### config.mk
export PLATFORM = sky130hd
export DESIGN_NAME = clock_time_ctrl
export DESIGN_NICKNAME = d
export VERILOG_FILES = /design/src/rtl/clock_time_ctrl.sv
export SDC_FILE = /design/constraint.sdc
export NUM_CORES = 1
export LEC_CHECK = 0
export BUFFER_PORTS_ARGS = -buffer_cell sky130_fd_sc_hd__buf_2
export CORE_ASPECT_RATIO = 0.6
export CORE_UTILIZATION = 50
export CTS_CLUSTER_DIAMETER = 120
export DETAILED_ROUTE_END_ITERATION = 8
export GPL_TIMING_DRIVEN = 0
export PLACE_DENSITY = 0.78
export SLEW_MARGIN = 0
export SYNTH_ARGS = -nofsm -noshare
export SYNTH_HDL_FRONTEND = slang
export SYNTH_SLANG_ARGS = --single-unit
### constraint.sdc
create_clock -name clk_100MHz -period 2.2 [get_ports clk_100MHz]
set_input_delay 0.33 -clock clk_100MHz [delete_from_list [all_inputs] [get_ports clk_100MHz]]
set_output_delay 0.33 -clock clk_100MHz [all_outputs]
set_load 0.03 [all_outputs]
### src/rtl/clock_time_ctrl.sv
// clock_time_ctrl: 24-hour HH:MM clock with a three-state set FSM.
// The clock has three modes: RUN keeps time, SET_HRS sets the hours and
// SET_MIN sets the minutes. The digit being set blinks by blanking it on
// alternate blink phases. The time digits, blank mask, sec_tick and mode
// are all flop outputs.
//
// Button handshake: btn_mode and btn_inc are one-cycle, clock-synchronous
// pulses that are consumed on the rising edge where they are high. There is
// no back-pressure, so each pulse acts exactly once. If both buttons are
// high in the same cycle, btn_mode wins and btn_inc is dropped.
module clock_time_ctrl #(
  parameter int TICK_DIV  = 100000000,
  parameter int BLINK_DIV = 25000000
) (
  input  logic       clk_100MHz,
  input  logic       reset_n,
  input  logic       btn_mode,
  input  logic       btn_inc,
  output logic [3:0] min_ones,
  output logic [3:0] min_tens,
  output logic [3:0] hrs_ones,
  output logic [3:0] hrs_tens,
  output logic [3:0] blank,
  output logic       sec_tick,
  output logic [1:0] mode
);

  localparam int PW = (TICK_DIV  > 1) ? $clog2(TICK_DIV)  : 1;
  localparam int BW = (BLINK_DIV > 1) ? $clog2(BLINK_DIV) : 1;
  localparam logic [PW-1:0] PRESC_LAST = PW'(TICK_DIV - 1);
  localparam logic [BW-1:0] BLINK_LAST = BW'(BLINK_DIV - 1);

  // The encoding doubles as the mode output, so mode is the state register.
  typedef enum logic [1:0] {
    RUN     = 2'b00,
    SET_HRS = 2'b01,
    SET_MIN = 2'b10
  } state_t;

  state_t        state, state_nxt;
  logic [PW-1:0] presc, presc_nxt;
  logic [5:0]    sec, sec_nxt;
  logic [BW-1:0] blink_cnt, blink_nxt;
  logic          phase, phase_nxt;
  logic [3:0]    mo_nxt, mt_nxt, ho_nxt, ht_nxt;
  logic          tick_nxt;
  logic [3:0]    blank_nxt;

  // Adds one minute in BCD. The result is {wrap, tens, ones}, and wrap is
  // set when 59 rolls over to 00.
  function automatic logic [8:0] min_inc(input logic [3:0] t, input logic [3:0] o);
    logic [3:0] nt, no;
    logic       w;
    w  = 1'b0;
    nt = t;
    if (o >= 4'd9) begin
      no = 4'd0;
      if (t >= 4'd5) begin
        nt = 4'd0;
        w  = 1'b1;
      end else begin
        nt = t + 4'd1;
      end
    end else begin
      no = o + 4'd1;
    end
    return {w, nt, no};
  endfunction

  // Adds one hour in BCD and wraps 23 back to 00.
  function automatic logic [7:0] hrs_inc(input logic [3:0] t, input logic [3:0] o);
    logic [3:0] nt, no;
    if (t >= 4'd2 && o >= 4'd3) begin
      nt = 4'd0;
      no = 4'd0;
    end else if (o >= 4'd9) begin
      nt = t + 4'd1;
      no = 4'd0;
    end else begin
      nt = t;
      no = o + 4'd1;
    end
    return {nt, no};
  endfunction

  assign mode = state;

  // Computes the next state, time and blink values. blank and sec_tick are
  // derived from these next values so that they change on the same edge as
  // the state they describe.
  always_comb begin
    logic [8:0] m;
    logic [7:0] h;
    state_nxt = state;
    presc_nxt = presc;
    sec_nxt   = sec;
    blink_nxt = blink_cnt;
    phase_nxt = phase;
    mo_nxt    = min_ones;
    mt_nxt    = min_tens;
    ho_nxt    = hrs_ones;
    ht_nxt    = hrs_tens;
    tick_nxt  = 1'b0;
    m         = min_inc(min_tens, min_ones);
    h         = hrs_inc(hrs_tens, hrs_ones);

    if (btn_mode) begin
      // Every state entry restarts timekeeping and blinking from zero.
      case (state)
        RUN:     state_nxt = SET_HRS;
        SET_HRS: state_nxt = SET_MIN;
        default: state_nxt = RUN;
      endcase
      presc_nxt = '0;
      sec_nxt   = '0;
      blink_nxt = '0;
      phase_nxt = 1'b0;
    end else begin
      case (state)
        RUN: begin
          blink_nxt = '0;
          phase_nxt = 1'b0;
          if (presc == PRESC_LAST) begin
            presc_nxt = '0;
            tick_nxt  = 1'b1;
            if (sec >= 6'd59) begin
              sec_nxt = '0;
              mo_nxt  = m[3:0];
              mt_nxt  = m[7:4];
              if (m[8]) begin
                ho_nxt = h[3:0];
                ht_nxt = h[7:4];
              end
            end else begin
              sec_nxt = sec + 6'd1;
            end
          end else begin
            presc_nxt = presc + PW'(1);
          end
        end
        SET_HRS, SET_MIN: begin
          presc_nxt = '0;
          sec_nxt   = '0;
          if (blink_cnt == BLINK_LAST) begin
            blink_nxt = '0;
            phase_nxt = ~phase;
          end else begin
            blink_nxt = blink_cnt + BW'(1);
          end
          if (btn_inc && state == SET_HRS) begin
            ho_nxt = h[3:0];
            ht_nxt = h[7:4];
          end
          if (btn_inc && state == SET_MIN) begin
            mo_nxt = m[3:0];
            mt_nxt = m[7:4];
          end
        end
        default: begin
          state_nxt = RUN;
          presc_nxt = '0;
          sec_nxt   = '0;
          blink_nxt = '0;
          phase_nxt = 1'b0;
        end
      endcase
    end

    case (state_nxt)
      SET_HRS: blank_nxt = {phase_nxt, phase_nxt, 2'b00};
      SET_MIN: blank_nxt = {2'b00, phase_nxt, phase_nxt};
      default: blank_nxt = 4'b0000;
    endcase
  end

  // Holds the FSM state, the counters and every output register. The reset
  // is asynchronous, so it clears everything at once without a clock edge.
  always_ff @(posedge clk_100MHz or negedge reset_n) begin
    if (!reset_n) begin
      state     <= RUN;
      presc     <= '0;
      sec       <= '0;
      blink_cnt <= '0;
      phase     <= 1'b0;
      min_ones  <= 4'd0;
      min_tens  <= 4'd0;
      hrs_ones  <= 4'd0;
      hrs_tens  <= 4'd0;
      blank     <= 4'b0000;
      sec_tick  <= 1'b0;
    end else begin
      state     <= state_nxt;
      presc     <= presc_nxt;
      sec       <= sec_nxt;
      blink_cnt <= blink_nxt;
      phase     <= phase_nxt;
      min_ones  <= mo_nxt;
      min_tens  <= mt_nxt;
      hrs_ones  <= ho_nxt;
      hrs_tens  <= ht_nxt;
      blank     <= blank_nxt;
      sec_tick  <= tick_nxt;
    end
  end

endmodule

==> results.sh <==
export IMPL_status="completed"
export IMPL_crit_path_end="min_tens[2]"
export IMPL_cp_top_family="simple AND/OR/NAND/NOR gates"
export IMPL_critPathMostFrequentCell="a211o_1"
export IMPL_cap_violations=0
export IMPL_power_density_nw_per_um2=964
export IMPL_synth_edf_count=0
export IMPL_timing_rr_start="presc[8]"
export IMPL_final_util_pct=60.3
export IMPL_fin_skew_ps=6.42
export IMPL_total_power_w=0.00462
export IMPL_cp_num_cells=6
export IMPL_grt_max_degree=65
export IMPL_maxSlewViolCount=0
export IMPL_post_route_period_util_pct=94.9
export IMPL_period_needed_ps=2090
export IMPL_rsz0062_at_grt="no"
export IMPL_die_x_um=120
export IMPL_fmax_mhz=479
export IMPL_setup_tns_ps=0
export IMPL_ys_seq_area_share_pct=48.3
export IMPL_clock_path_buffers=2
export IMPL_p_leak_nw=2.21
export IMPL_yosys_top_cells_area="dfrtp_1 (48%), xor2_1 (6.8%), ha_1 (6.3%)"
export IMPL_track_usage_pct=20.3
export IMPL_vias=3083
export IMPL_avgSynthCellArea_um2=9.88
export IMPL_synth_net_count=445
export IMPL_finalHoldViolCount=0
export IMPL_layout_nets=485
export IMPL_synthFlopType="dfrtp_1"
export IMPL_clk_pin_slew_ps=60
export IMPL_layout_drive_gt1_share_pct=15.7
export IMPL_ir_worst_vdd_mv=0.388
export IMPL_reg2reg_depth=6
export IMPL_cp_max_fo=9
export IMPL_syn_area_um2=4150
export IMPL_cts_buffers=9
export IMPL_ant_nets=0
export IMPL_gp_congestion=0.749
export IMPL_grt_ovfl_total=0
export IMPL_grt_pass1_vias=2830
export IMPL_antenna_found_initial=0
export IMPL_wl_per_cell_um=14.1
export IMPL_clock_sinks=80
export IMPL_num_rows=25
export IMPL_fin_area_um2=4790
export IMPL_synthArstFlopShare_pct=100
export IMPL_cts_root_buffer="clkbuf_16"
export IMPL_viasPerCell=5.38
export IMPL_max_slew_margin_pct=47.5
export IMPL_drc_errors=0
export IMPL_start_util_pct=52.2
export IMPL_setup_worst_path_class="flip-flop to flip-flop"
export IMPL_die_area_um2=8680
export IMPL_cpPeakStageDelay_ps=450
export IMPL_cp_buffers_inverters=1
export IMPL_die_height_um=72.6
export IMPL_core_um2=7950
export IMPL_worstPathArrival_ps=2310
export IMPL_synth_top_cell_area_share_pct=48.3
export IMPL_grt_pass1_wl_um=13600
export IMPL_drt_initial_drc_count=228
export IMPL_antenna_cells=0
export IMPL_netlist_instances=420
export IMPL_ys_warnings_count=0
export IMPL_dp_final_hpwl_um=5550
export IMPL_port_buffers=26
export IMPL_ys_ff_latch=80
export IMPL_routed_wl_um=8090
export IMPL_setup_viol=0
export IMPL_crit_chain="and4bb_2, and4_1, nand4_1, a211o_1, buf_2, a211o_1"
export IMPL_end_kind="flip-flop"
export IMPL_clock_latency_ps=340
export IMPL_yosysTopAreaCell="dfrtp_1"
export IMPL_slowest_stage="dfrtp_1"
export IMPL_cp_startpoint="presc[8]"
export IMPL_h_tree_depth=3
export IMPL_placedInstanceArea_um2=4450
export IMPL_r2r_end="min_tens[2]"
export IMPL_reg2reg_slack_ps=110
export IMPL_start_kind="flip-flop"
export IMPL_pin_count=27
export IMPL_yosysUniqueCellTypes=50
export IMPL_cts_tree="done"
export IMPL_required_ps=2420
export IMPL_first_pass_iters=4
export IMPL_worst_slew_pin_slew_ps=782
export IMPL_area_growth_pct=15.4
export IMPL_hold_path_class="primary input to flip-flop"
area by class of cell:
class                   instances  area, µm²
fillers                       656       3160
flip-flops and latches         80       2000
inverters                      20       75.1
multi-input cells             309       2050
clock buffers                  12        236
well taps                     108        135
clock inverters                 4       45.0
repair buffers                 29        178
plain buffers                  11       66.3
sequential cells by signal (all words and copies together) (netlist names):
register / flops
presc: 27
hrs_tens: 4
sec: 6
phase: 1
blank: 2
blink_cnt: 25
hrs_ones: 4
mode: 2
min_ones: 4
min_tens: 4
sec_tick: 1
through the flow:
| step | hold slack (ps) | setup slack, ps | cells |
|---|---|---|---|
| 5_1_grt | 396 | 0.349 | 573 |
| 4_1_cts | 337 | 84.9 | 573 |
| 6_report | 348 | 111 | 573 |
| 3_3_place_gp | 472 | 31.8 | 554 |
| 2_1_floorplan | 34.4 | 30.9 | 420 |
| 3_5_place_dp | 218 | -67.5 | 555 |
routing by layer:
metal / GRT usage [%] / routed length, µm / up-vias
met5: 0 / 0 / -
met1: 29.3 / 4130 / 1507
met4: 6.67 / 94 / 0
met3: 6.76 / 295 / 10
met2: 28.8 / 3570 / 63
li1: - / - / 1503
synthesized netlist by cell type (3+ instances only):
library cell,number
nand4_1,9
and2_1,6
dfrtp_1,80
o21ai_0,21
nor2_1,69
nor4_1,4
nand2_1,33
mux2i_1,3
a21oi_1,4
buf_2,4
inv_1,20
nand2b_1,6
ha_1,21
and4_1,4
nand3_1,26
and3_1,14
xor2_1,32
buf_4,5
nor3_1,4
xnor2_1,17
timing repair:
action / CTS / global route
pin swaps: 1 / 0
buffers inserted: 1 / 0
cloned: 0 / 0
endpoints found under the hold margin: 16 / 0
hold buffers: 1 / 0
resized for setup: 0 / 9
endpoints found under the setup margin: 2 / 26
cells by family after synthesis:
family                   after synthesis  share of synthesized area [%]
AO/OA/AOI/OAI                         40                           6.40
XOR/XNOR                              49                           10.3
adder cells (fa/ha/maj)               21                           6.33
buffers and inverters                 31                           3.38
flip-flops                            80                           48.3
multiplexers                           5                           1.27
AND/OR/NAND/NOR                      194                           24.0
how the worst min path moves through the flow:
stage               startpoint           to  depth (start not counted)
floorplan              reset_n     blank[1]                          0
global placement      presc[0]     presc[0]                          1
detailed placement     reset_n  hrs_tens[2]                          1
CTS                   btn_mode      mode[1]                          3
global route          btn_mode      mode[1]                          3
finish                btn_mode      mode[1]                          3
power breakdown:
group,leakage (nW),internal [W],total (W),switching [W]
combinational,0.974,0.000467,0.00136,0.000894
sequential,1.10,0.00163,0.00182,0.000195
clock,0.140,0.000874,0.00144,0.000563
worst reg2reg max path, cell delays in order (launching register included):
cell and delay [ps]:
dfrtp_1 450, and4bb_2 310, and4_1 250, nand4_1 180, a211o_1 320, buf_2 170, a211o_1 300
cells in the final DEF, fill, tap and decap left out, types with 2 or more instances in the layout:
master     count
o41ai_2        2
buf_4          7
clkbuf_1       4
nand2_1       33
or4_1          2
mux2_2         2
nor2_1        68
dfrtp_1       78
clkbuf_16      9
and3_1        14
nor2_2         2
nand2b_1       6
and4_1         4
nor3_1         4
buf_2         29
o21ai_0       21
xnor2_1       17
mux2i_1        3
and2_1         6
nand3_1       25
a21oi_1        4
inv_1         20
clkinv_2       3
ha_1          21
nor4b_2        2
a211o_1        2
dfrtp_2        2
nor2b_1        2
a21o_1         2
nor4_1         2
xor2_1        32
nor4_2         2
nand4_1        9
Power figures use the tool's default switching activity.
